File: config.mk
export PLATFORM = sky130hd
export DESIGN_NAME = edge_job_initiator
export DESIGN_NICKNAME = d
export VERILOG_FILES = /design/src/rtl/edge_job_initiator_pkg.sv /design/src/rtl/edge_job_watchdog.sv /design/src/rtl/edge_job_initiator.sv
export SDC_FILE = /design/constraint.sdc
export NUM_CORES = 1
export LEC_CHECK = 0
export CORE_MARGIN = 5
export CORE_UTILIZATION = 30
export DETAILED_ROUTE_END_ITERATION = 16
export DONT_BUFFER_PORTS = 1
export HOLD_SLACK_MARGIN = 0.03
export RECOVER_POWER = 25
export SLEW_MARGIN = 20
export SYNTH_ARGS = -nofsm -noshare
export SYNTH_HDL_FRONTEND = slang
export SYNTH_SLANG_ARGS = --single-unit
File: constraint.sdc
create_clock -name clk_i -period 6.55 [get_ports clk_i]
set_input_delay 0.9825 -clock clk_i [delete_from_list [all_inputs] [get_ports clk_i]]
set_output_delay 0.9825 -clock clk_i [all_outputs]
set_load 0.01 [all_outputs]
File: src/rtl/edge_job_initiator_pkg.sv
// Shared definitions for the edge-detection job initiator.
// Holds the sequencer state encoding and the bus word-size helpers.
package edge_job_initiator_pkg;

  localparam int unsigned STATE_W = 3;

  // Sequencer states; the encoding is fixed so waveforms stay readable.
  typedef enum logic [STATE_W-1:0] {
    ST_IDLE     = 3'd0,
    ST_START    = 3'd1,
    ST_RD       = 3'd2,
    ST_PUSH     = 3'd3,
    ST_WAIT_RES = 3'd4,
    ST_WR       = 3'd5,
    ST_NEXT     = 3'd6,
    ST_DONE     = 3'd7
  } state_e;

  localparam int unsigned DEFAULT_DATA_W = 32;
  localparam int unsigned BYTES_PER_WORD = DEFAULT_DATA_W / 8;

  // Byte-address step between consecutive bus words.
  function automatic int unsigned bytes_per_word(input int unsigned data_w);
    return data_w / 8;
  endfunction

endpackage

File: src/rtl/edge_job_watchdog.sv
// Loadable up-counter with clear, enable and a registered expiry flag.
// Ports:
//   clk_i, rst_i   clock, synchronous active-high reset
//   clear_i        force count to zero (highest priority)
//   load_i         load load_val_i
//   load_val_i     value loaded by load_i
//   en_i           count up by one (saturating)
//   limit_i        expiry threshold; 0 never expires
//   expired_o      high while the count equals limit_i
module edge_job_watchdog #(
  parameter int unsigned CNT_W = 8
) (
  input  logic             clk_i,
  input  logic             rst_i,
  input  logic             clear_i,
  input  logic             load_i,
  input  logic [CNT_W-1:0] load_val_i,
  input  logic             en_i,
  input  logic [CNT_W-1:0] limit_i,
  output logic             expired_o
);

  logic [CNT_W-1:0] count_q, count_d;
  logic             expired_q, expired_d;

  // Next count and the flag that will accompany it.
  always_comb begin
    count_d = count_q;
    if (clear_i) begin
      count_d = '0;
    end else if (load_i) begin
      count_d = load_val_i;
    end else if (en_i && (count_q != '1)) begin
      count_d = count_q + CNT_W'(1);
    end
    expired_d = (limit_i != '0) && (count_d == limit_i);
  end

  always_ff @(posedge clk_i) begin
    if (rst_i) begin
      count_q   <= '0;
      expired_q <= 1'b0;
    end else begin
      count_q   <= count_d;
      expired_q <= expired_d;
    end
  end

  assign expired_o = expired_q;

endmodule

File: src/rtl/edge_job_initiator.sv
// Host-side sequencer for the edge-detection accelerator. For each job it
// pulses start, reads IN_WORDS words over Avalon-MM, streams them to the
// accelerator, waits for the result and writes it back, then advances the
// source/destination addresses until the programmed job count is exhausted.
// Ports:
//   clk_i, rst_i                  clock, synchronous active-high reset
//   go_i, src_addr_i, dst_addr_i,
//   count_i                       launch request and run parameters (IDLE only)
//   busy_o, done_o, error_o       run status; error_o is a sticky watchdog flag
//   avm_*                         Avalon-MM master (shared read/write)
//   acc_*                         accelerator start / input / result handshake
// All outputs are registered and line up with the state they belong to.
module edge_job_initiator
  import edge_job_initiator_pkg::*;
#(
  parameter int unsigned ADDR_W   = 32,
  parameter int unsigned DATA_W   = 32,
  parameter int unsigned IN_WORDS = 3,
  parameter int unsigned CNT_W    = 16,
  parameter int unsigned TIMEOUT  = 1024
) (
  input  logic              clk_i,
  input  logic              rst_i,
  input  logic              go_i,
  input  logic [ADDR_W-1:0] src_addr_i,
  input  logic [ADDR_W-1:0] dst_addr_i,
  input  logic [CNT_W-1:0]  count_i,
  output logic              busy_o,
  output logic              done_o,
  output logic              error_o,
  output logic [ADDR_W-1:0] avm_address_o,
  output logic              avm_read_o,
  output logic              avm_write_o,
  output logic [DATA_W-1:0] avm_writedata_o,
  input  logic [DATA_W-1:0] avm_readdata_i,
  input  logic              avm_waitrequest_i,
  output logic              acc_start_o,
  output logic [DATA_W-1:0] acc_data_o,
  output logic              acc_data_valid_o,
  input  logic              acc_data_ready_i,
  input  logic [DATA_W-1:0] acc_result_i,
  input  logic              acc_valid_i,
  output logic              acc_result_ack_o
);

  localparam int unsigned STEP  = bytes_per_word(DATA_W);
  localparam int unsigned IDX_W = $clog2(IN_WORDS + 1);
  localparam int unsigned WD_W  = (TIMEOUT < 2) ? 1 : $clog2(TIMEOUT + 1);

  state_e            state_q, state_d;
  logic [ADDR_W-1:0] src_q, src_d;
  logic [ADDR_W-1:0] dst_q, dst_d;
  logic [CNT_W-1:0]  remain_q, remain_d;
  logic [IDX_W-1:0]  idx_q, idx_d;
  logic [DATA_W-1:0] word_q, word_d;
  logic [DATA_W-1:0] result_q, result_d;
  logic              error_q, error_d;

  logic              busy_q, busy_d;
  logic              done_q, done_d;
  logic              rd_q, rd_d;
  logic              wr_q, wr_d;
  logic [ADDR_W-1:0] addr_q, addr_d;
  logic [DATA_W-1:0] wdata_q, wdata_d;
  logic              start_q, start_d;
  logic [DATA_W-1:0] adata_q, adata_d;
  logic              avalid_q, avalid_d;
  logic              ack_q, ack_d;

  logic              wd_clear, wd_load, wd_en, wd_expired, timeout_hit;

  // Result watchdog: loaded with 1 on WAIT_RES entry so its count equals the
  // number of WAIT_RES cycles spent; the flag rises in the TIMEOUT-th cycle.
  edge_job_watchdog #(
    .CNT_W (WD_W)
  ) u_watchdog (
    .clk_i      (clk_i),
    .rst_i      (rst_i),
    .clear_i    (wd_clear),
    .load_i     (wd_load),
    .load_val_i (WD_W'(1)),
    .en_i       (wd_en),
    .limit_i    (WD_W'(TIMEOUT)),
    .expired_o  (wd_expired)
  );

  assign timeout_hit = (TIMEOUT != 0) && wd_expired;

  // Next-state, datapath and registered-output decode.
  always_comb begin
    state_d  = state_q;
    src_d    = src_q;
    dst_d    = dst_q;
    remain_d = remain_q;
    idx_d    = idx_q;
    word_d   = word_q;
    result_d = result_q;
    error_d  = error_q;
    ack_d    = 1'b0;

    unique case (state_q)
      ST_IDLE: begin
        if (go_i) begin
          src_d    = src_addr_i;
          dst_d    = dst_addr_i;
          remain_d = count_i;
          error_d  = 1'b0;
          state_d  = (count_i == '0) ? ST_DONE : ST_START;
        end
      end
      ST_START: begin
        idx_d   = '0;
        state_d = ST_RD;
      end
      ST_RD: begin
        if (!avm_waitrequest_i) begin
          word_d  = avm_readdata_i;
          src_d   = src_q + ADDR_W'(STEP);
          state_d = ST_PUSH;
        end
      end
      ST_PUSH: begin
        if (acc_data_ready_i) begin
          idx_d   = idx_q + IDX_W'(1);
          state_d = (idx_d == IDX_W'(IN_WORDS)) ? ST_WAIT_RES : ST_RD;
        end
      end
      ST_WAIT_RES: begin
        // A result in the expiry cycle wins over the timeout.
        if (acc_valid_i) begin
          result_d = acc_result_i;
          ack_d    = 1'b1;
          state_d  = ST_WR;
        end else if (timeout_hit) begin
          error_d = 1'b1;
          state_d = ST_DONE;
        end
      end
      ST_WR: begin
        if (!avm_waitrequest_i) begin
          dst_d   = dst_q + ADDR_W'(STEP);
          state_d = ST_NEXT;
        end
      end
      ST_NEXT: begin
        remain_d = remain_q - CNT_W'(1);
        state_d  = (remain_d == '0) ? ST_DONE : ST_START;
      end
      ST_DONE: begin
        state_d = ST_IDLE;
      end
      default: begin
        state_d = ST_IDLE;
      end
    endcase

    wd_clear = (state_d != ST_WAIT_RES);
    wd_load  = (state_d == ST_WAIT_RES) && (state_q != ST_WAIT_RES);
    wd_en    = (state_d == ST_WAIT_RES) && (state_q == ST_WAIT_RES);

    // Outputs are decoded from the next state so the flops track state_q.
    busy_d   = (state_d != ST_IDLE) && (state_d != ST_DONE);
    done_d   = (state_d == ST_DONE);
    rd_d     = (state_d == ST_RD);
    wr_d     = (state_d == ST_WR);
    start_d  = (state_d == ST_START);
    avalid_d = (state_d == ST_PUSH);

    addr_d = addr_q;
    if (state_d == ST_RD) begin
      addr_d = src_d;
    end else if (state_d == ST_WR) begin
      addr_d = dst_d;
    end
    wdata_d = (state_d == ST_WR)   ? result_d : wdata_q;
    adata_d = (state_d == ST_PUSH) ? word_d   : adata_q;
  end

  always_ff @(posedge clk_i) begin
    if (rst_i) begin
      state_q  <= ST_IDLE;
      src_q    <= '0;
      dst_q    <= '0;
      remain_q <= '0;
      idx_q    <= '0;
      word_q   <= '0;
      result_q <= '0;
      error_q  <= 1'b0;
      busy_q   <= 1'b0;
      done_q   <= 1'b0;
      rd_q     <= 1'b0;
      wr_q     <= 1'b0;
      addr_q   <= '0;
      wdata_q  <= '0;
      start_q  <= 1'b0;
      adata_q  <= '0;
      avalid_q <= 1'b0;
      ack_q    <= 1'b0;
    end else begin
      state_q  <= state_d;
      src_q    <= src_d;
      dst_q    <= dst_d;
      remain_q <= remain_d;
      idx_q    <= idx_d;
      word_q   <= word_d;
      result_q <= result_d;
      error_q  <= error_d;
      busy_q   <= busy_d;
      done_q   <= done_d;
      rd_q     <= rd_d;
      wr_q     <= wr_d;
      addr_q   <= addr_d;
      wdata_q  <= wdata_d;
      start_q  <= start_d;
      adata_q  <= adata_d;
      avalid_q <= avalid_d;
      ack_q    <= ack_d;
    end
  end

  assign busy_o           = busy_q;
  assign done_o           = done_q;
  assign error_o          = error_q;
  assign avm_address_o    = addr_q;
  assign avm_read_o       = rd_q;
  assign avm_write_o      = wr_q;
  assign avm_writedata_o  = wdata_q;
  assign acc_start_o      = start_q;
  assign acc_data_o       = adata_q;
  assign acc_data_valid_o = avalid_q;
  assign acc_result_ack_o = ack_q;

endmodule

After elaboration in Yosys (flattened, before gate mapping)
Cells that the tools add are included.
- reductions and logical operators: 16
- mux-type cells: 34
- equality and inequality tests: 23
- $add $sub $neg: 5
- bitwise operators: 1
- operator list (kind ; count):
    $mux W32 ; 10
    $pmux W32 S2 ; 2
    $add A32 B3 Y32 const B ; 2
    $mux W11 ; 3
    $logic_not A16 Y1 ; 2
    $pmux W16 S2 ; 1
    $mux W3 ; 9
    $pmux W3 S8 ; 1
    $eq A3 B3 Y1 const B ; 7
    $mux W16 ; 1
    $sub A16 B1 Y16 const B ; 1
    $eq A3 B2 Y1 const B ; 4
    $add A11 B1 Y11 const B ; 1
    $eq A11 B11 Y1 const B ; 1
    $ne A11 B11 Y1 const B ; 1
    $ne A3 B3 Y1 const B ; 3
    $reduce_bool A2 Y1 ; 4
    $eq A3 B1 Y1 const B ; 2
    $ne A2 B2 Y1 const B ; 3
    $logic_and A1 B1 Y1 ; 4
    $mux W1 ; 4
    $pmux W2 S2 ; 1
    $reduce_and A2 Y1 ; 2
    $reduce_and A4 Y1 ; 1
    other kinds (9) ; 9
- input bits: 150
- bits in registers: 265
- output and inout port bits: 104
- logic and storage cells: 99

Longest topological paths before layout
Gate-level depths: netlist of the first run.
- depth in word-level cells: 12
- gate-level depth with buffers: 10
- depth with buffers taken out: 8

Hierarchy
From an unflattened synthesis of the first run, not the netlist that was laid out.
- cells, all modules: 1484
- area total of the unflattened synthesis: 12827.3 um^2
- by module, submodules not included (module ; times used ; cells an instance ; area each (um^2) ; seq. area each (um^2)):
    edge_job_initiator ; 1 ; 1334 ; 11639.9 ; 5064.9
    edge_job_watchdog ; 1 ; 150 ; 1187.4 ; 240.2

Worst setup path after synthesis of the first run
OpenSTA, ideal clock, no wires.
- kind: input to register
- start point: input port avm_waitrequest_i
- end point: register addr_q[30], in the netlist avm_address_o[30]
- data arrival time: 2.681 ns
- stages: 8
- data required time: 6.412 ns
- setup slack: 3.731 ns
- library setup time: 0.138 ns
- path buffers: 2
- cells stage by stage: clkbuf_1 > and4b_1 > buf_2 > nand2_1 > or4_1 > and3_1 > a211oi_1 > o221ai_1
- cells in the longest elaborated chain, start to end: 4
- elaborated cells on any way between the ends: 12
- those cells by class: 2 x eq/ne; 9 x mux; 1 x reduce/logical
- ends and longest elaborated chain (item ; line ; RTL):
    start, declared ; edge_job_initiator.sv:36 ; input logic avm_waitrequest_i,
    $mux W3, or another cell as far along ; edge_job_initiator.sv:140 ; if (!avm_waitrequest_i) begin
    $pmux W3 S8 or $pmux W32 S2 (tied branches) ; edge_job_initiator.sv:101 ; unique case (state_q)
    $eq A3 B2 Y1, or another cell as far along ; edge_job_initiator.sv:170 ; if (state_d == ST_RD) begin
    $mux W32 or $reduce_bool A2 Y1 (tied branches) ; -- ;
    end signal, assigned ; edge_job_initiator.sv:212 ; addr_q <= addr_d;
    end, declared ; edge_job_initiator.sv:63 ; logic [ADDR_W-1:0] addr_q, addr_d;
Several ways; a longest one is shown, not always the timed one. The select of a mux whose other input is x is not followed.
A chain may end at the register's enable or synchronous reset.

Worst setup path in the final report of the first run
- start point: register state_q[0]
- end point: register addr_q[30], in the netlist avm_address_o[30]
- cells in the longest elaborated chain, start to end: 5
- elaborated cells on any way between the ends: 22
- those cells by class: 9 x eq/ne; 11 x mux; 2 x reduce/logical
- ends and longest elaborated chain (item ; line ; RTL):
    start, declared ; edge_job_initiator.sv:50 ; state_e state_q, state_d;
    start signal, assigned ; edge_job_initiator.sv:200 ; state_q <= state_d;
    $mux W3 ; edge_job_initiator.sv:134 ; end else if (timeout_hit) begin
    $mux W3 ; edge_job_initiator.sv:130 ; if (acc_valid_i) begin
    $pmux W3 S8 ; edge_job_initiator.sv:101 ;
    $eq A3 B2 Y1 or $eq A3 B3 Y1 (tied branches) ; edge_job_initiator.sv:170, edge_job_initiator.sv:172 ;
    $mux W32 or $reduce_bool A2 Y1 (tied branches) ; -- ;
Several ways; a longest one is shown, not always the timed one. The select of a mux whose other input is x is not followed.

==> reports/metrics.yaml, run 1 <==
critical_path_required_ns: 6.97
setup_violations: 0
pwr-share-seq: 0.450
cts.reportedPaths.clkPinSlew_ns: 0.06
antenna_violating_nets_post_route: 0
synthesis.nets: 1597
first_iter_violations: 979
cell_internal_pwr_w: 0.002939
cts.root.buffer_cell: "sky130_fd_sc_hd__clkbuf_16"
worstSetupPathType: "reg -> reg"
drt-wirelength-per-cell_um: 20.54
status: "completed"
hpwlAfterDp_um: 28270
clock_latency_of_the_later_clocked_register_in_the_worst_skew_pair_ns: 0.57
timing.final.crit_period_ns: 3.784
ys_async_sr_fraction: 0
max_slew.worst_pin.slew_ns: 1.252
net-switching-power_w: 0.001084
drive_above_1_share: 0.06662
layout_commonest_cell: "sky130_fd_sc_hd__dfxtp_1"
clockBufferDepth: 3
yosysSeqAreaShare: 0.4357
slew_viol_final: 0
grt_setup_unrepaired: "false"
netlist_area_um2: 12180
hold_buffers: 0
design.die.area_um2: 44720
post-cts-setup-buffer-count: 0
leakagePower_nw: 4.511
via_per_inst: 5.600
synth.yosys.warnings: 0
final.hold.worst_slack_ns: 0.4893
number_of_core_rows: 73
grt_start_max_net_pins: 221
cts.repair.resized: 0
grt_pass1_vias: 9856
cp-start-kind: "flop"
arrival_ns: 4.20
grt_first_pass_wirelength_um: 59680
timing_hold_violations_final: 0
core_region_area_um2: 39910
syn_inst: 1441
worst_slew_margin_rel: 0.1653
route.vias.total: 10760
min-delay-path-class: "reg -> reg"
overflow: 0
yosys_reg_bits: 265
drv_cap: 0
synth_edf_count: 0
total_routed_wirelength_um: 39480
clock.fmax_mhz: 264.3
final_net_count: 1529
floorplan.die.height_um: 211.5
top_library_cells_by_usage_in_the_layout_fill_and_taps_aside: "265 x sky130_fd_sc_hd__dfxtp_1, 237 x sky130_fd_sc_hd__nor2_1, 107 x sky130_fd_sc_hd__nand2_1, 83 x sky130_fd_sc_hd__mux2i_1, 73 x sky130_fd_sc_hd__a21oi_1"
layout-area-overhead-vs-synth_pct: 11.34
initial_util: 0.3051
boundaryPins: 254
cellPowerDensity_nw_per_um2: 296.7
max-vdd-ir-drop_mv: 0.1972
synthesis.area_per_instance_um2: 8.450
clock_sink_count: 265
clock_skew_ns: 0.01256
post-route-period-util: 0.5778
dieWidth_um: 211.5
portBuffers: 0
synth.lib_cells_used.distinct: 75
power.switching_fraction: 0.2695
global_route.usage.total: 0.1661
drc: 0
tritoncts: "done"
number_of_cts_inserted_buffers: 31
detailedRoute.firstPassIterationCount: 8
initial_antenna_violation_count: 4
synthFlopType: "sky130_fd_sc_hd__dfxtp_1"
share_of_total_power_in_the_clock_network: 0.447
pwr-share-comb: 0.103
gp_routability_congestion: 0.9286
end_kind: "flop"
critPathMaxFanout: 28
htree_num_levels: 1
fin_tns_setup_ns: 0
worst max-delay path, stage by stage (launching register included):
cell and delay [ns]:
sky130_fd_sc_hd__dfxtp_1 0.32, sky130_fd_sc_hd__clkbuf_1 0.92, sky130_fd_sc_hd__and3b_1 0.71, sky130_fd_sc_hd__nand2_1 0.29
sky130_fd_sc_hd__or4_1 0.59, sky130_fd_sc_hd__and3_1 0.21, sky130_fd_sc_hd__a211oi_1 0.40, sky130_fd_sc_hd__o221ai_1 0.19
power by group through the flow:
stage / Clock [W] / Sequential [W] / Combinational [W]
2_1_floorplan: 0 / 0.00180 / 0.000346
3_3_place_gp: 0 / 0.00184 / 0.000408
3_5_place_dp: 0 / 0.00184 / 0.000412
4_1_cts: 0.00185 / 0.00181 / 0.000414
5_1_grt: 0.00192 / 0.00182 / 0.000459
6_report: 0.00180 / 0.00181 / 0.000415
path summary, 6_finish.rpt:
kind | from | endpoint | slack (ns) | cells past startpoint
min | dst_q[1]$_SDFF_PP0_ | dst_q[1]$_SDFF_PP0_ | 0.49 | 2
max | state_q[0]$_SDFF_PP0_ | avm_address_o[30]$_SDFFE_PP0P_ | 2.77 | 7
min reg2reg | dst_q[1]$_SDFF_PP0_ | dst_q[1]$_SDFF_PP0_ | 0.49 | 2
max reg2reg | state_q[0]$_SDFF_PP0_ | avm_address_o[30]$_SDFFE_PP0P_ | 2.77 | 7
metal layers:
layer  up-vias  global-route usage  wire length [um]
li1       5127                   -                 -
met1      5117              0.2227             16750
met2       441              0.2550             17210
met3        70             0.06432              4664
met4         8             0.03598               806
met5         -                   0                46
cell usage after synthesis (all sizes together), types with 6 or more instances:
| library cell | instances | share of area |
|---|---|---|
| dfxtp | 265 | 0.44 |
| nor2 | 238 | 0.073 |
| nand2 | 107 | 0.033 |
| mux2i | 83 | 0.068 |
| a21oi | 75 | 0.031 |
| clkbuf | 75 | 0.023 |
| a211oi | 67 | 0.041 |
| nand3 | 45 | 0.019 |
| o21ai | 40 | 0.016 |
| buf | 37 | 0.015 |
| nor3 | 36 | 0.015 |
| nand4 | 28 | 0.015 |
| and2 | 24 | 0.012 |
| a31oi | 23 | 0.012 |
| nor4 | 20 | 0.010 |
| and3 | 19 | 0.0098 |
| inv | 19 | 0.0059 |
| o211ai | 14 | 0.0086 |
| a22oi | 11 | 0.0068 |
| or4 | 11 | 0.0071 |
| a221oi | 10 | 0.0072 |
| nand2b | 10 | 0.0051 |
| o221ai | 10 | 0.0072 |
| o31ai | 10 | 0.0062 |
| xnor2 | 10 | 0.0072 |
| a222oi | 9 | 0.0074 |
| o22ai | 9 | 0.0046 |
| and4 | 8 | 0.0059 |
| o311ai | 8 | 0.0064 |
| or2 | 8 | 0.0041 |
| or3 | 8 | 0.0041 |
| xor2 | 8 | 0.0058 |
| a221o | 6 | 0.0049 |
| ha | 6 | 0.0062 |
| nand4b | 6 | 0.0043 |
| nor2b | 6 | 0.0031 |
layout make-up:
cell class	instances	area, um^2
Tap cell	525	656.9
Fill cell	4112	26360
Timing Repair Buffer	11	78.83
Sequential cell	265	5305
Inverter	19	71.32
Multi-Input combinational cell	1045	6376
Antenna cell	1	2.502
Clock buffer	35	810.8
Clock inverter	21	256.5
registers in the layout, indices dropped and copies added (netlist names), 2 cells and up:
register and cells:
avm_writedata_o 32, word_q 32, idx_q 2, avm_address_o 32
dst_q 32, result_q 32, u_watchdog.count_q 11, remain_q 16
acc_data_o 32, src_q 32, state_q 3
per-stage QoR:
step / cell area [um^2] / instances / total power (W) / setup WS [ns] / utilization
after floorplan: 12180 / 1441 / 0.002144 / 3.731 / -
after global placement: 12490 / 1865 / 0.002250 / 2.790 / 0.3128
after detailed placement: 12490 / 1865 / 0.002255 / 2.718 / 0.3128
after CTS: 13550 / 1921 / 0.004072 / 3.216 / 0.3396
after global routing: 13560 / 1921 / 0.004199 / 2.588 / 0.3396
final: 13560 / 1922 / 0.004022 / 2.766 / 0.3397
cells by family (layout without fill, tap and decap cells):
family          count (synthesis)  in the layout  synth area share
simple gates                  597            597            0.2371
compound gates                338            338            0.1933
flops                         265            265            0.4357
buf+inv                       131             86           0.04388
mux                            86             86           0.07100
xor+xnor                       18             18           0.01295
fa+ha+maj                       6              6          0.006165
other cells                     0              1                 0
Power figures use the tool's default switching activity.
==> run 2, diff against run 1 <==
==> constraint.sdc (replaced) <==
create_clock -name clk_i -period 3.2 [get_ports clk_i]
set_input_delay 0.48 -clock clk_i [delete_from_list [all_inputs] [get_ports clk_i]]
set_output_delay 0.48 -clock clk_i [all_outputs]
set_load 0.01 [all_outputs]
==> run 2 against run 1 <==
Global-route usage rose by 0.74 points. Register-to-register slack got worse by 2.5 ns. Combinational power rose by 110%. Final area rose by 2.2%. Core utilization up 0.74 points. Die area unchanged. Critical path type unchanged. Critical path depth unchanged. Critical endpoint is now avm_writedata_o[27]$_SDFFE_PP0P_. Maximum frequency is 30% higher.
==> reports/metrics.yaml, run 2 (synthesis results as in run 1) <==
timing.final.crit_period_ns: 2.913
max_slew.worst_pin.slew_ns: 0.9842
final_net_count: 1553
post_layout_total_power_w: 0.008574
grt_first_pass_wirelength_um: 61470
hpwlAfterDp_um: 29210
grt_start_max_net_pins: 207
drive_above_1_share: 0.08023
cts.reportedPaths.clkPinSlew_ns: 0.06
cellPowerDensity_nw_per_um2: 618.9
gp_routability_congestion: 0.9366
drc: 0
timing_hold_violations_final: 0
top_library_cells_by_usage_in_the_layout_fill_and_taps_aside: "265 x sky130_fd_sc_hd__dfxtp_1, 237 x sky130_fd_sc_hd__nor2_1, 106 x sky130_fd_sc_hd__nand2_1, 83 x sky130_fd_sc_hd__mux2i_1, 73 x sky130_fd_sc_hd__a21oi_1"
tritoncts: "done"
fin_tns_setup_ns: 0
arrival_ns: 3.31
critPathMaxFanout: 67
clock.fmax_mhz: 343.3
core_region_area_um2: 39910
layout-area-overhead-vs-synth_pct: 13.78
critical_path_required_ns: 3.60
portBuffers: 0
cp-start-kind: "flop"
number_of_core_rows: 73
initial_util: 0.3051
finish.cell_count_without_fillers: 1948
drv_cap: 0
place.detailed.instances: 1884
via_per_inst: 5.625
route.vias.total: 10960
status: "completed"
antenna_violating_nets_post_route: 0
post-route-period-util: 0.9103
min-delay-path-class: "in -> reg"
clock_latency_of_the_later_clocked_register_in_the_worst_skew_pair_ns: 0.52
number_of_cts_inserted_buffers: 34
max-vdd-ir-drop_mv: 0.4288
floorplan.die.height_um: 211.5
end_kind: "flop"
overflow: 0
leakagePower_nw: 4.683
grt_setup_unrepaired: "false"
area_post_placement_um2: 12650
first_iter_violations: 1064
post-route-cell-area_um2: 13850
worst_slew_margin_rel: 0.3415
setup_violations: 0
reg2reg_setup_slack_ns: 0.29
grt_pass1_vias: 10310
boundaryPins: 254
detailedRoute.firstPassIterationCount: 7
clock_sink_count: 265
design.die.area_um2: 44720
global_route.usage.total: 0.1735
htree_num_levels: 2
clockBufferDepth: 3
dieWidth_um: 211.5
clock_skew_ns: 0.01508
total_routed_wirelength_um: 40840
cts.root.buffer_cell: "sky130_fd_sc_hd__clkbuf_16"
post-cts-setup-buffer-count: 0
drt-wirelength-per-cell_um: 20.97
worstSetupPathType: "reg -> reg"
slew_viol_final: 0
layout_commonest_cell: "sky130_fd_sc_hd__dfxtp_1"
initial_antenna_violation_count: 8
[run 2: cell count changes in the layout (fill, tap and decap cells not counted), sizes merged, moves of 2 or more]
cell / change
buf: +20
clkinv: -3
clkinvlp: -2
clkbuf: +10
dlygate4sd3: +2
[run 2: stage by stage]
stage,hold WS [ns],setup WS (ns),util
2_1_floorplan,0.4563,0.8839,-
3_3_place_gp,0.4676,0.3797,0.3170
3_5_place_dp,0.4775,0.3231,0.3170
4_1_cts,0.04201,0.2629,0.3469
5_1_grt,0.07141,0.009795,0.3470
6_report,0.09044,0.2869,0.3471
[run 2: timing repair]
action,in CTS,in global routing
endpoints found under the hold margin,6,0
hold buffers,2,0
endpoints found under the setup margin,0,4
resized for setup,0,1
[run 2: worst paths after layout]
kind,startpoint,endpoint,depth (start not counted)
setup / recovery,state_q[2]$_SDFF_PP0_,avm_writedata_o[27]$_SDFFE_PP0P_,7
hold reg to reg,u_watchdog.count_q[1]$_SDFF_PP0_,u_watchdog.count_q[1]$_SDFF_PP0_,2
hold / removal,count_i[15],remain_q[15]$_SDFFE_PP0P_,2
setup reg to reg,state_q[2]$_SDFF_PP0_,avm_writedata_o[27]$_SDFFE_PP0P_,7
[run 2: report_power, final]
part | switching (W) | leakage [nW] | internal (W)
combinational | 0.000547 | 1.95 | 0.000342
clock | 0.00148 | 0.578 | 0.00250
sequential | 0.000228 | 2.16 | 0.00347
total | 0.00226 | 4.68 | 0.00631
[run 2: final cells by class]
class / count / area (um^2)
Fill cell: 4103 / 26060
Multi-Input combinational cell: 1045 / 6372
Sequential cell: 265 / 5305
Clock buffer: 46 / 989.7
Tap cell: 525 / 656.9
Timing Repair Buffer: 32 / 270.3
Clock inverter: 14 / 183.9
Inverter: 19 / 71.32
Antenna cell: 2 / 5.005
[run 2: worst max-delay path, cell delays in order, from the launching register on]
cell	delay, ns
sky130_fd_sc_hd__dfxtp_1	0.63
sky130_fd_sc_hd__nor2b_1	0.30
sky130_fd_sc_hd__a41o_1	0.23
sky130_fd_sc_hd__o311ai_2	0.18
sky130_fd_sc_hd__nor2_4	0.40
sky130_fd_sc_hd__buf_4	0.61
sky130_fd_sc_hd__nor2_1	0.13
sky130_fd_sc_hd__a211oi_1	0.29
[run 2: layer usage]
metal | global-route usage | vias to the layer above | wire length, um
met5 | 0 | - | 90
met1 | 0.2182 | 5190 | 16730
met3 | 0.07350 | 82 | 4763
met2 | 0.2672 | 477 | 17950
li1 | - | 5194 | -
met4 | 0.06153 | 14 | 1303
==> RTL change 1, RTL diff (settings of run 1) <==
The 8 states of `state_e` get a one-hot encoding in 8 bits.
--- a/src/rtl/edge_job_initiator_pkg.sv
+++ b/src/rtl/edge_job_initiator_pkg.sv
@@ -6,13 +6,13 @@
 
   // Sequencer states; the encoding is fixed so waveforms stay readable.
-  typedef enum logic [STATE_W-1:0] {
-    ST_IDLE     = 3'd0,
-    ST_START    = 3'd1,
-    ST_RD       = 3'd2,
-    ST_PUSH     = 3'd3,
-    ST_WAIT_RES = 3'd4,
-    ST_WR       = 3'd5,
-    ST_NEXT     = 3'd6,
-    ST_DONE     = 3'd7
+  typedef enum logic [7:0] {
+    ST_IDLE     = 8'b00000001,
+    ST_START    = 8'b00000010,
+    ST_RD       = 8'b00000100,
+    ST_PUSH     = 8'b00001000,
+    ST_WAIT_RES = 8'b00010000,
+    ST_WR       = 8'b00100000,
+    ST_NEXT     = 8'b01000000,
+    ST_DONE     = 8'b10000000
   } state_e;
 
Formal check against the unedited RTL: no difference found for any inputs over 4 cycles, from zero or initial values and one cycle with rst_i high; so few cycles prove little.
==> RTL change 1 against run 1 <==
- total power down 6.1%
- final area rose by 0.74%
- critical path type unchanged
- routed wire length up 4.7%
- critical endpoint is now avm_address_o[17]
- worst setup slack gained 450 ps
- largest cell class unchanged
- area after synthesis up 0.78%
- non-clock buffer count grew 1
- sequential cell count up 5
- sequential share of layout area increased by 0.45 points
- synthesized cell count is 0.76% lower
==> RTL change 1: results (changes against run 1) <==
[status]
status = finished, final reports clean

[detailed_routing]
viasPerCell = 5.583  ; -0.30%
drtIter0Drc = 1098  ; +12%
wire_per_inst_microns = 21.36  ; +4.0%
dr.pass1.iters = 5  ; -3

[global_routing]
grt_max_degree = 237  ; +7.2%
grt_pass1_wl_microns = 60620  ; +1.6%
grt_antenna_before_repair = 13  ; +9
first_global_vias = 9813  ; -0.44%
grt_usage = 0.1721  ; +0.006016

[power]
p_per_area_mw_per_mm2 = 276.7  ; -6.7%
p_seq_uw = 1760  ; -3%
p_int_uw = 2824  ; -3.9%
ir_drop_uv = 212.6  ; +7.8%
p_clk_frac = 0.462  ; +0.015
power_leakage_uw = 0.004784  ; +6.1%

[synth]
synth_common_cells = 270 x dfxtp_1, 255 x nor2_1, 88 x mux2i_1
synthesis.nets = 1586  ; -0.69%
async_flop_share = 0  ; unchanged
synth.area.top_cells = dfxtp_1 44%, nor2_1 7.8%, mux2i_1 7.2%, a211oi_1 4.3%, a21oi_1 3.1%
synth_cell_types = 73  ; -2.7%
ys_warn_count = 0  ; unchanged
ys_seq_area_frac = 0.4405  ; +0.004781

[sta]
fin_skew_ps = 12.24  ; -0.3220 ps
relSlewSlack = 0.2998  ; +0.1345

[finish]
finalNetCount = 1531  ; +0.13%
nFillCells = 4178  ; +1.6%
layout-drive-gt1-share = 0.06290  ; -0.003717

[place]
post-dp-hpwl_microns = 29750  ; +5.2%
gp_congestion = 0.8947  ; -3.7%
pre_cts_slack_ps = 3237  ; +519.2 ps
dpl_cell_area_sq_mm = 0.01259  ; +0.83%
port_buffers = 0  ; unchanged

[worst_setup_path]
path_max_fanout = 38  ; +36%
cp.arrival_ps = 3870  ; -330 ps

[hold_path]
hp-class = reg -> reg

[clock_network]
cts_root_buf = clkbuf_16
path_clk_slew_ps = 60  ; about the same
cts-htree-levels = 1  ; unchanged
clock_latency_ps = 590  ; +20 ps
cts_inserted_buffers = 31  ; unchanged
postCtsSetupRepairBufs = 0  ; unchanged
post_cts_resized = 0  ; unchanged
cts_max_path_buffers = 3  ; unchanged

==> RTL change 1: logic make-up (layout without fill, tap and decap cells) <==
logic type	count (synthesis)	in the layout	share of synthesized area
other	0	5	0
adders and majority gates	6	6	0.006117
xor gates and xnor gates	9	9	0.006424
muxes	91	91	0.07453
DFF	270	270	0.4405
buffers and inverters	128	97	0.04659
AOI/OAI and AO/OA	350	350	0.1965
and+or+nand+nor	576	576	0.2294
==> RTL change 1: metrics by stage <==
| step | std cells | util |
|---|---|---|
| global route | 1935 | 0.3360 |
| finish | 1936 | 0.3360 |
| CTS | 1931 | 0.3356 |
| global placement | 1874 | 0.3097 |
| detailed placement | 1874 | 0.3097 |
| floorplan | 1430 | - |
==> RTL change 1: final timing paths <==
| check | start | to | slack (ps) | cells past startpoint |
|---|---|---|---|---|
| max reg2reg | state_q[6] | avm_address_o[17] | 3210 | 7 |
| min | idx_q[0] | idx_q[0] | 480 | 2 |
| min reg2reg | idx_q[0] | idx_q[0] | 480 | 2 |
| max | state_q[6] | avm_address_o[17] | 3210 | 7 |
==> RTL change 1: critical path: stages (launching register included) <==
cell      delay, ps
dfxtp_1         410
nor4_1          300
clkbuf_1        420
and3_2          770
buf_4           480
nand2_1         460
a31oi_1         280
a221o_1         140
==> RTL change 1: routing by layer <==
metal  wire length (microns)  global-route usage
met1                   15940              0.2104
met2                   19140              0.2777
met3                    4847             0.07171
met4                    1336             0.05385
met5                      84                   0
==> RTL change 1: cell type report <==
| type | instances | area share |
|---|---|---|
| Multi-Input combinational cell | 1032 | 0.4636 |
| Sequential cell | 270 | 0.3957 |
| Clock buffer | 44 | 0.06843 |
| Tap cell | 532 | 0.04874 |
| Clock inverter | 13 | 0.008520 |
| Inverter | 28 | 0.007695 |
| Timing Repair Buffer | 12 | 0.006321 |
| Antenna cell | 5 | 0.0009161 |
==> RTL change 2, RTL diff (config.mk and constraints of run 1) <==
Made on the original files. Change the parameter `ADDR_W` from 32 to 24.
--- a/src/rtl/edge_job_initiator.sv
+++ b/src/rtl/edge_job_initiator.sv
@@ -14,5 +14,5 @@
   import edge_job_initiator_pkg::*;
 #(
-  parameter int unsigned ADDR_W   = 32,
+  parameter int unsigned ADDR_W   = 24,
   parameter int unsigned DATA_W   = 32,
   parameter int unsigned IN_WORDS = 3,
Interface: changed (resized avm_address_o, dst_addr_i and src_addr_i); port bits go from 254 to 230. No check against the original RTL was run, so the function may have changed too.
==> RTL change 2 against run 1 <==
- sequential cell count decreased by 24
- worst setup slack improved by 310 ps
- critical path depth decreased by 1
- total power decreased by 8.9%
- largest power group is now the clock network
- routed wire length decreased by 14%
- area after synthesis decreased by 12%
- final area decreased by 11%
==> RTL change 2: results (changes against run 1) <==
[status]
status = finished, final reports clean

[power]
power_leakage_uw = 0.004025  ; -11%
p_clk_frac = 0.468  ; +0.021
p_int_uw = 2715  ; -7.6%
pg_comb_uw = 322  ; -22%

[detailed_routing]
dr.pass1.iters = 5  ; -3
drtIter0Drc = 585  ; -40%
viasPerCell = 5.551  ; -0.88%
dr_wl_met3_microns = 4080  ; -13%
wire_per_inst_microns = 20.34  ; -1.0%

[sta]
fin_crit_sh = 0.5302  ; -0.04757
tightest_slew_ps = 1054  ; -198.5 ps
fin_skew_ps = 14.32  ; +1.761 ps

[place]
dpl_cell_area_sq_mm = 0.01099  ; -12%
gp_congestion = 0.8616  ; -7.2%

[finish]
finalNetCount = 1321  ; -14%
layout-drive-gt1-share = 0.07226  ; +0.005640

[hold_path]
min-delay-start = src_q[0]

[global_routing]
grt_max_degree = 210  ; -5.0%
grt_antenna_before_repair = 5  ; +1
first_global_vias = 8770  ; -11%
groute.layer.met1.usage = 0.2048  ; -0.01793
grt_pass1_wl_microns = 51780  ; -13%
met2_usage = 0.2573  ; +0.002389
grt_use_met3 = 0.07166  ; +0.007342

[synth]
synth_cell_types = 90  ; +20%
synthesis.nets = 1378  ; -14%
synth.area.top_cells = dfxtp_1 45%, nor2_1 7.4%, mux2i_1 6.6%, a211oi_1 5.0%, nand2_1 2.9%
ys_seq_area_frac = 0.4481  ; +0.01238
synth_common_cells = 241 x dfxtp_1, 212 x nor2_1, 84 x nand2_1

[worst_setup_path]
cp.arrival_ps = 3920  ; -280 ps
timing.rr.end = avm_address_o[16]
regToRegStartpoint = state_q[2]
ff2ff_path_depth = 6  ; -1

RTL change 2: cell count changes in the layout (fill, tap and decap cells not counted), sizes merged, moves of 7 or more:
cell	run 1	this run
dfxtp	265	241
a31oi	23	16
nor2	238	214
and2	24	17
nand2	107	84
a21oi	75	59
nand2b	10	3
nand4	28	17
or4	11	3
nor3	36	28
mux2i	83	71
RTL change 2: critical path: stages, from the launching register on:
cell and delay (ps):
dfxtp_1 870, nor3b_1 720, and3b_1 330, o21bai_1 250, nand3_2 570, and3_1 390, a211o_1 230
RTL change 2: stage by stage:
| step | hold slack (ps) | utilization | total power, uW | std cells |
|---|---|---|---|---|
| 2_1_floorplan | 440.6 | - | 1902 | 1238 |
| 3_3_place_gp | 452.0 | 0.3098 | 1969 | 1611 |
| 3_5_place_dp | 448.9 | 0.3098 | 1974 | 1611 |
| 4_1_cts | 458.1 | 0.3386 | 3715 | 1665 |
| 5_1_grt | 483.8 | 0.3386 | 3822 | 1667 |
| 6_report | 463.5 | 0.3386 | 3663 | 1667 |
RTL change 2: how the worst min path moves through the flow:
stage | cells after the start | endpoint | slack, ps
2_1_floorplan | 2 | dst_q[0] | 440
3_3_place_gp | 2 | dst_q[0] | 450
3_5_place_dp | 2 | src_q[0] | 450
4_1_cts | 2 | src_q[0] | 460
5_1_grt | 1 | dst_q[10] | 480
6_report | 2 | src_q[0] | 460
RTL change 2: cell families after synthesis:
group / synth area share
mux: 0.07018
xor+xnor: 0.01383
simple gates: 0.2262
flops: 0.4481
compound gates: 0.1913
buf+inv: 0.04346
fa+ha+maj: 0.006972
RTL change 2: cell type report:
cell class,count,area [sq um]
inverter,16,60.06
clock buffer,38,799.5
fill,3642,23470
multi-input combinational,888,5488
sequential,241,4825
timing repair buffer,5,37.54
antenna,2,5.005
clock inverter,16,221.5
tap,461,576.8
